<file path="src/rtl/lsu_pkg.sv">
// lsu_pkg: funct3 encodings, FSM states and access-checking helpers for lsu_ctrl
package lsu_pkg;
  localparam logic [2:0] F3_B  = 3'b000;
  localparam logic [2:0] F3_H  = 3'b001;
  localparam logic [2:0] F3_W  = 3'b010;
  localparam logic [2:0] F3_BU = 3'b100;
  localparam logic [2:0] F3_HU = 3'b101;
  typedef enum logic [2:0] {IDLE, LD_ACC, ST_ACC, RMW_RD, RMW_WR, RESP} lsu_state_e;
  function automatic logic size_misaligned(input logic [2:0] funct3, input logic [1:0] a);
    return funct3[1:0] == 2'b01 ? a[0] : funct3[1:0] == 2'b10 ? |a : 1'b0;
  endfunction
  function automatic logic funct3_legal(input logic store, input logic [2:0] funct3);
    return store ? funct3 inside {F3_B, F3_H, F3_W} : funct3 inside {F3_B, F3_H, F3_W, F3_BU, F3_HU};
  endfunction
endpackage

</file>
<file path="src/rtl/lsu_lane.sv">
// lsu_lane: load lane extract/extend and store lane merge into a read word
module lsu_lane
  import lsu_pkg::*;
(
  input  logic [2:0]  funct3,
  input  logic [1:0]  lane,
  input  logic [31:0] rd_word,
  input  logic [31:0] merge_word,
  input  logic [31:0] wdata,
  output logic [31:0] ld_data,
  output logic [31:0] st_word
);
  logic [7:0]  b;
  logic [15:0] h;
  logic [31:0] mask, rep;
  always_comb begin
    b = rd_word[{lane, 3'b000} +: 8];
    h = rd_word[{lane[1], 4'b0000} +: 16];
    ld_data = funct3 == F3_B  ? {{24{b[7]}}, b} :
              funct3 == F3_H  ? {{16{h[15]}}, h} :
              funct3 == F3_BU ? {24'b0, b} :
              funct3 == F3_HU ? {16'b0, h} : rd_word;
    // store data is replicated across lanes so the mask alone picks the target bytes
    mask = funct3 == F3_B ? 32'hFF << {lane, 3'b000} :
           funct3 == F3_H ? 32'hFFFF << {lane[1], 4'b0000} : '1;
    rep = funct3 == F3_B ? {4{wdata[7:0]}} : funct3 == F3_H ? {2{wdata[15:0]}} : wdata;
    st_word = (merge_word & ~mask) | (rep & mask);
  end
endmodule

</file>
<file path="src/rtl/lsu_ctrl.sv">
// lsu_ctrl: RV32I load/store sequencer onto a word-wide memory, with RMW for sub-word stores
module lsu_ctrl
  import lsu_pkg::*;
#(
  parameter int ADDR_W = 32,
  parameter int DATA_W = 32
) (
  input  logic              clk,
  input  logic              rst,
  input  logic              req_valid,
  input  logic              req_store,
  input  logic [2:0]        req_funct3,
  input  logic [ADDR_W-1:0] req_addr,
  input  logic [DATA_W-1:0] req_wdata,
  output logic              ready,
  output logic              resp_valid,
  output logic [DATA_W-1:0] resp_rdata,
  output logic              resp_err,
  output logic [ADDR_W-1:0] mem_addr,
  output logic [DATA_W-1:0] mem_wd,
  output logic              mem_read,
  output logic              mem_write,
  input  logic [DATA_W-1:0] mem_rd
);
  if (DATA_W != 32) begin : g_dw_check
    $error("lsu_ctrl: DATA_W must be 32");
  end
  lsu_state_e        state_q;
  logic [ADDR_W-1:0] addr_q;
  logic [DATA_W-1:0] wdata_q, merge_q;
  logic [2:0]        f3_q;
  logic              store_q;
  logic [DATA_W-1:0] ld_data, st_word;
  logic              bad;
  lsu_lane u_lane (
    .funct3    (f3_q),
    .lane      (addr_q[1:0]),
    .rd_word   (mem_rd),
    .merge_word(merge_q),
    .wdata     (wdata_q),
    .ld_data   (ld_data),
    .st_word   (st_word)
  );
  assign bad        = !funct3_legal(req_store, req_funct3) || size_misaligned(req_funct3, req_addr[1:0]);
  assign ready      = state_q == IDLE;
  assign resp_valid = state_q == RESP;
  // gating by rst keeps a reset edge from committing a half-finished write
  assign mem_read   = !rst && (state_q == LD_ACC || state_q == RMW_RD);
  assign mem_write  = !rst && (state_q == ST_ACC || state_q == RMW_WR);
  assign mem_addr   = {addr_q[ADDR_W-1:2], 2'b00};
  assign mem_wd     = state_q == ST_ACC ? wdata_q : state_q == RMW_WR ? st_word : '0;
  always_ff @(posedge clk) begin
    if (rst) begin
      state_q    <= IDLE;
      addr_q     <= '0;
      wdata_q    <= '0;
      f3_q       <= '0;
      store_q    <= 1'b0;
      merge_q    <= '0;
      resp_rdata <= '0;
      resp_err   <= 1'b0;
    end else begin
      case (state_q)
        IDLE: if (req_valid) begin
          addr_q  <= req_addr;
          wdata_q <= req_wdata;
          f3_q    <= req_funct3;
          store_q <= req_store;
          if (bad) begin
            state_q    <= RESP;
            resp_rdata <= '0;
            resp_err   <= 1'b1;
          end else begin
            state_q <= !req_store ? LD_ACC : req_funct3 == F3_W ? ST_ACC : RMW_RD;
          end
        end
        LD_ACC: begin
          resp_rdata <= ld_data;
          resp_err   <= 1'b0;
          state_q    <= RESP;
        end
        ST_ACC, RMW_WR: begin
          resp_rdata <= '0;
          resp_err   <= 1'b0;
          state_q    <= RESP;
        end
        RMW_RD: begin
          merge_q <= mem_rd;
          state_q <= RMW_WR;
        end
        default: state_q <= IDLE;
      endcase
    end
  end
endmodule

</file>
<file path="config.mk">
export PLATFORM = sky130hd
export DESIGN_NAME = lsu_ctrl
export DESIGN_NICKNAME = d
export VERILOG_FILES = /design/src/rtl/lsu_pkg.sv /design/src/rtl/lsu_lane.sv /design/src/rtl/lsu_ctrl.sv
export SDC_FILE = /design/constraint.sdc
export NUM_CORES = 1
export LEC_CHECK = 0
export ABC_AREA = 1
export BUFFER_PORTS_ARGS = -buffer_cell sky130_fd_sc_hd__clkbuf_2
export CELL_PAD_IN_SITES_DETAIL_PLACEMENT = 1
export CELL_PAD_IN_SITES_GLOBAL_PLACEMENT = 2
export CORE_MARGIN = 1.5
export CORE_UTILIZATION = 29
export DETAILED_ROUTE_END_ITERATION = 16
export GPL_TIMING_DRIVEN = 0
export PLACE_DENSITY = 0.93
export SYNTH_ARGS = -nofsm -noshare
export SYNTH_HDL_FRONTEND = slang
export SYNTH_SLANG_ARGS = --single-unit
export TNS_END_PERCENT = 50
</file>
<file path="constraint.sdc">
create_clock -name clk -period 4.31 [get_ports clk]
set_input_delay 0.862 -clock clk [delete_from_list [all_inputs] [get_ports clk]]
set_output_delay 0.862 -clock clk [all_outputs]
set_load 0.03 [all_outputs]
</file>
==> run_results.csv, run 1 <==
group,metric,value,unit
layout,synthToLayoutAreaGrowth,28.91,%
synth,synthCells,982,
clock_network,tritoncts,"done",
floorplan,num_io_pins,204,
timing,finalSetupTns,0,ns
layout,n_antenna_cell,0,
synth,yosysSeqAreaShare,40.23,%
synth,syn_avg_cell_area,6.841,sq um
layout,seqCellArea,2703,sq um
clock_network,path_clk_slew,0.06,ns
global_route,grt_overflow,0,
floorplan,num_rows,55,
global_route,grt_first_pass_wirelength,39850,um
detailed_routing,drt_iter0_markers,504,
synth,synth_cell_types,28,
critical_path,r2r_slack,2.48,ns
global_route,grt_pass1_vias,7404,
outcome,status,"finished clean",
detailed_routing,firstDrtPassIters,5,
critical_path,setup.worst_path.start,"f3_q[2]$_SDFFE_PP0P_",
critical_path,startpoint_type,"register",
clock_network,hold_buffers,0,
clock_network,cts_root_buf,"clkbuf_16",
floorplan,start_util,29.58,%
hold_path,hold_depth,2,
global_route,antenna_found_initial,1,
synth,netlist_area,6718,sq um
critical_path,crit_path_end_kind,"primary output",
detailed_routing,routed_wl,25740,um
power,leakagePower,3.996,nW
placed_design,gp_congestion,0.8443,
timing,fin_skew,0.006053,ns
critical_path,worst-r2r-cell-count,9,
floorplan,core,22710,sq um
timing,fin_crit_sh,73.94,%
clock_network,numCtsBuffers,17,
layout,nNetsFinal,1305,
power,total_power,5.679,mW
detailed_routing,drc,0,
global_route,grt_max_degree,17,
layout,multi_input_area,3118,sq um
timing,tightest_slew,0.5382,ns
detailed_routing,wl_per_cell,17.16,um
timing,setup_viol,0,
global_route,grt_use_total,21.50,%
critical_path,cp_max_fo,10,
critical_path,critical_path_required,3.45,ns
timing,slew_viol_final,0,
timing,rsz0062_at_grt,"no",
floorplan,die_y,155.2,um
hold_path,hold_class,"register to register",
placed_design,dp_hpwl,20400,um
floorplan,die_w,155.2,um
layout,fill_cells,2928,
critical_path,crit_type,"register to primary output",
run,maxCapViolCount,0,
critical_path,worstPathArrival,2.32,ns
critical_path,r2r-end,"resp_rdata[1]$_SDFFE_PP0P_",
synth,ys_ff_latch,135,
power,p_per_area,655.9,nW/um^2
power,vdd_drop_max,0.0002638,V
clock_network,cts_buffer_depth,2,
critical_path,rr_startpoint,"addr_q[1]$_SDFFE_PP0P_",
layout,mostFrequentLayoutCells,"clkbuf_2, nand2_1, dfxtp_1",
timing,clock.fmax,313.8,MHz
clock_network,worst_skew_pair.late_latency,0.43,ns
timing,relSlewSlack,64.12,%
timing,fin_crit,3.187,ns
clock_network,clock_sinks,135,
hold_path,hold_path_end,"resp_rdata[31]$_SDFFE_PP0P_",
detailed_routing,vias,7307,
floorplan,die_area,24090,sq um
placed_design,io_buffers,200,
detailed_routing,ant_nets,0,
clock_network,post_cts_buffers,0,
synth,ys_warn_count,0,
clock_network,ctsResizeCount,0,
clock_network,cts_htree_levels,4,
layout,layout_commonest_cell,"clkbuf_2",
timing,finalHoldViolations,0,
layout,drive_gt1_share,26.34,%
hold_path,hold_path.startpoint,"resp_rdata[31]$_SDFFE_PP0P_",
detailed_routing,avgViaCountPerCell,4.871,
cells in the mapped netlist, drive strengths merged:
cell type  number  area share [%]
a211oi          8            0.89
a21boi          7            0.78
a21oi         132             9.9
buf            64             6.7
clkbuf         31             1.7
conb            1           0.056
dfxtp         135              40
inv            89             5.0
nand2         155             8.8
nand3          37             2.8
nand4           1           0.093
nor2          136             8.0
nor3           10            0.91
nor4b           1            0.22
o2111ai         8             1.0
o21ai         151              11
o22ai          16             1.5
per-stage QoR:
step	area, sq um	hold slack, ns	worst slack (ns)	util [%]	std cells
final	8660	0.4654	1.123	38.13	1500
after detailed placement	8079	0.4563	1.630	35.58	1468
after global placement	8079	0.4473	1.640	35.58	1468
after global routing	8660	0.4944	1.003	38.13	1500
after floorplan	6721	0.4447	1.655	-	983
after CTS	8660	0.4677	1.160	38.13	1500
per-layer routing:
layer | global-route usage (%) | share of wire (%)
met1 | 26.98 | 44
met2 | 36.54 | 48
met3 | 5.460 | 6.4
met4 | 5.941 | 1.3
met5 | 0 | 0
area by class of cell:
type	instances	area share, %
Multi-Input combinational cell	664	36.01
Clock buffer	18	5.072
Sequential cell	135	31.21
Timing Repair Buffer	200	11.56
Tap cell	285	4.118
Inverter	89	3.858
Buffer	95	6.545
Clock inverter	14	1.633
worst max-delay path, cell delays in order, from the launching register on:
cell,delay (ns)
dfxtp_1,0.39
nor2_2,0.19
buf_2,0.29
nand3_2,0.22
inv_1,0.26
a211oi_1,0.08
o22ai_1,0.21
clkbuf_2,0.26
worst max path at each step:
stage | to | depth (start not counted)
2_1_floorplan | mem_read | 2
3_3_place_gp | mem_wd[23] | 7
3_5_place_dp | mem_wd[21] | 7
4_1_cts | mem_wd[21] | 7
5_1_grt | mem_wd[20] | 7
6_report | mem_wd[23] | 7
registers in the layout, summed over array words and instances, names as in the netlist:
| name | cells |
|---|---|
| wdata_q | 32 |
| state_q | 3 |
| f3_q | 3 |
| resp_err | 1 |
| addr_q | 32 |
| merge_q | 32 |
| resp_rdata | 32 |
logic make-up after synthesis:
group | share of synthesized area, %
compound gates | 25.35
buf+inv | 13.41
flops | 40.23
other cells | 0.05582
simple gates | 20.95
where the power goes:
group	internal (mW)	total (mW)	switching, mW
sequential	1.51	1.68	0.168
clock	0.825	1.46	0.638
combinational	0.778	2.54	1.76
total	3.11	5.68	2.57
Power figures use the tool's default switching activity.
==> run 2: changes to the inputs <==
--- a/config.mk
+++ b/config.mk
@@ -5,15 +5,15 @@
 export SDC_FILE = /design/constraint.sdc
 export NUM_CORES = 1
 export LEC_CHECK = 0
-export ABC_AREA = 1
+export ABC_AREA = 0
 export BUFFER_PORTS_ARGS = -buffer_cell sky130_fd_sc_hd__clkbuf_2
 export CELL_PAD_IN_SITES_DETAIL_PLACEMENT = 1
 export CELL_PAD_IN_SITES_GLOBAL_PLACEMENT = 2
 export CORE_MARGIN = 1.5
-export CORE_UTILIZATION = 29
+export CORE_UTILIZATION = 26
 export DETAILED_ROUTE_END_ITERATION = 16
 export GPL_TIMING_DRIVEN = 0
-export PLACE_DENSITY = 0.93
+export PLACE_DENSITY = 0.85
 export SYNTH_ARGS = -nofsm -noshare
 export SYNTH_HDL_FRONTEND = slang
 export SYNTH_SLANG_ARGS = --single-unit
==> constraint.sdc (replaced) <==
create_clock -name clk -period 2.7 [get_ports clk]
set_input_delay 0.54 -clock clk [delete_from_list [all_inputs] [get_ports clk]]
set_output_delay 0.54 -clock clk [all_outputs]
set_load 0.03 [all_outputs]
==> run 2 against run 1 <==
Against the previous run: cell count shrank 5.3%; first-iteration DRC count is 27% lower; sequential power up 31%; register-to-register slack got worse by 1.9 ns; worst hold slack got worse by 0.14 ns; total power increased by 3.5%; sequential share of layout area fell by 1.4 points; core utilization is 1.9 points lower; largest cell class unchanged; highest routed layer unchanged.
==> run_results.csv, run 2 <==
group,metric,value,unit
timing,setup_viol,0,
power,p_per_area,644.3,nW/um^2
synth,synthMuxAreaShare,8.398,%
clock_network,cts_root_buf,"clkbuf_16",
floorplan,num_io_pins,204,
synth,netlist_area,6660,sq um
synth,yosysTopAreaCell,"dfxtp_1",
timing,tightest_slew,1.127,ns
hold_path,hold_class,"input pin to register",
synth,synth_ff_type,"dfxtp_1",
detailed_routing,avgViaCountPerCell,4.814,
detailed_routing,ant_nets,0,
timing,fin_crit,2.653,ns
synth,synth_top_area_share,40.58,%
global_route,grt_first_pass_wirelength,40010,um
clock_network,clock_sinks,135,
clock_network,tritoncts,"done",
synth,netlist_top_cells_count,"nand2_1, dfxtp_1, a21oi_1",
layout,fill_cells,3075,
layout,drive_gt1_share,34.83,%
synth,ys_warn_count,0,
global_route,grt_overflow,0,
global_route,grt_max_degree,17,
detailed_routing,routed_wl,26130,um
synth,syn_avg_cell_area,7.901,sq um
synth,synth-async-reset-ratio,0,%
outcome,status,"finished clean",
critical_path,worstPathArrival,2.11,ns
power,vdd_drop_max,0.0003458,V
run,maxCapViolCount,0,
synth,synthCells,843,
synth,synth.area.top_cells,"dfxtp_1, nand2_1, a21oi_1",
floorplan,die_w,163.1,um
detailed_routing,drt_iter0_markers,366,
floorplan,core,25180,sq um
clock_network,cts_htree_levels,4,
synth,synthXorXnorAreaFrac,0,%
timing,fin_ws,0.04721,ns
timing,fin_crit_sh,98.25,%
layout,layout_commonest_cell,"nand2_1",
timing,clock.fmax,377.0,MHz
synth,yosysMostFrequentCell,"nand2_1",
timing,rsz0062_at_grt,"yes",
placed_design,gp_congestion,0.8125,
global_route,grt_pass1_vias,7075,
layout,nNetsFinal,1181,
detailed_routing,drc,0,
clock_network,cts_buffer_depth,2,
timing,slew_viol_final,0,
power,total_power,5.879,mW
synth,synth_edf_count,0,
synth,synthSimpleGateAreaFrac,19.78,%
clock_network,worst_skew_pair.late_latency,0.43,ns
critical_path,crit_path_end_kind,"primary output",
timing,finalHoldViolations,0,
critical_path,critical_path_required,2.16,ns
detailed_routing,wl_per_cell,18.38,um
critical_path,crit_type,"register to primary output",
synth,synth_cell_types,55,
critical_path,startpoint_type,"register",
placed_design,dp_hpwl,19950,um
placed_design,io_buffers,200,
power,leakagePower,3.820,nW
timing,whs,0.3245,ns
timing,relSlewSlack,24.31,%
synth,synth_top_family_by_area,"compound AO/OA/AOI/OAI gates",
global_route,antenna_found_initial,0,
timing,fin_skew,0.009588,ns
floorplan,start_util,26.45,%
placed_design,post-place-ws,0.09976,ns
synth,ys_ff_latch,135,
clock_network,path_clk_slew,0.07,ns
detailed_routing,vias,6841,
layout,mostFrequentLayoutCells,"nand2_1, clkbuf_2, dfxtp_1",
synth,synth-compound-area-share,22.26,%
synth,synth_fa_ha_area_share,0.1503,%
critical_path,cp_max_fo,10,
clock_network,numCtsBuffers,17,
global_route,grt_use_total,19.83,%
synth,yosysSeqAreaShare,40.58,%
layout,synthToLayoutAreaGrowth,37.01,%
floorplan,num_rows,58,
detailed_routing,firstDrtPassIters,4,
layout,n_antenna_cell,0,
floorplan,die_y,163.1,um
floorplan,die_area,26590,sq um
run 2: cell families (layout without fill, tap and decap cells):
| kind of cell | count (synthesis) | in the layout |
|---|---|---|
| simple gates | 310 | 310 |
| compound gates | 241 | 241 |
| flops | 135 | 135 |
| buf+inv | 103 | 350 |
| mux | 52 | 52 |
| fa+ha+maj | 1 | 1 |
| other cells | 1 | 2 |
run 2: power breakdown:
| group | internal, mW | switching (mW) | total [mW] |
|---|---|---|---|
| Combinational | 0.500 | 0.792 | 1.29 |
| Sequential | 2.10 | 0.0938 | 2.20 |
| Clock | 1.39 | 1.00 | 2.39 |
run 2: cell type report:
cell class / instances / area, sq um / area share, %
buffer: 97 / 633.1 / 6.938
multi-input combinational: 606 / 3495 / 38.30
inverter: 4 / 17.52 / 0.1920
clock buffer: 18 / 429.2 / 4.703
clock inverter: 14 / 166.4 / 1.824
tap: 330 / 412.9 / 4.525
timing repair buffer: 217 / 1255 / 13.75
sequential: 135 / 2716 / 29.77
run 2: path summary, 6_finish.rpt:
| kind | startpoint | endpoint | slack (ns) | cells past startpoint |
|---|---|---|---|---|
| max reg2reg | state_q[1]$_SDFFE_PP0P_ | resp_rdata[5]$_SDFFE_PP0P_ | 0.58 | 6 |
| min reg2reg | addr_q[16]$_SDFFE_PP0P_ | addr_q[16]$_SDFFE_PP0P_ | 0.45 | 2 |
| min | req_addr[9] | addr_q[9]$_SDFFE_PP0P_ | 0.32 | 3 |
| max | f3_q[2]$_SDFFE_PP0P_ | mem_wd[23] | 0.05 | 7 |
run 2: critical path: stages (launching register included):
cell      delay (ns)
dfxtp_4         0.40
or2_1           0.13
buf_4           0.19
buf_6           0.18
mux2_2          0.35
mux2i_2         0.17
o21ai_2         0.09
clkbuf_4        0.19
run 2: timing repair:
action | CTS | global route
hold endpoints to repair | 0 | 0
setup endpoints to repair | 33 | 28
resized for setup | 78 | 38
pin swaps | 2 | 3
hold buffers | 0 | 0
cloned | 0 | 0
buffers inserted | 1 | 16
run 2: stage by stage:
| stage | util, % | cell area (sq um) | TNS, ns | cells |
|---|---|---|---|---|
| 2_1_floorplan | - | 6664 | 0 | 844 |
| 3_3_place_gp | 32.08 | 8078 | 0 | 1374 |
| 3_5_place_dp | 32.08 | 8078 | 0 | 1374 |
| 4_1_cts | 35.41 | 8917 | 0 | 1406 |
| 5_1_grt | 36.24 | 9125 | -0.2436 | 1421 |
| 6_report | 36.24 | 9125 | 0 | 1421 |
run 2: metal layers:
layer	track usage [%]	wire (um)	part of all wire, %	vias up
li1	-	-	-	3335
met1	25.90	11970	46	3300
met2	33.29	12540	48	184
met3	4.063	1322	5.1	22
met4	4.921	297	1.1	0
met5	0	0	0	-
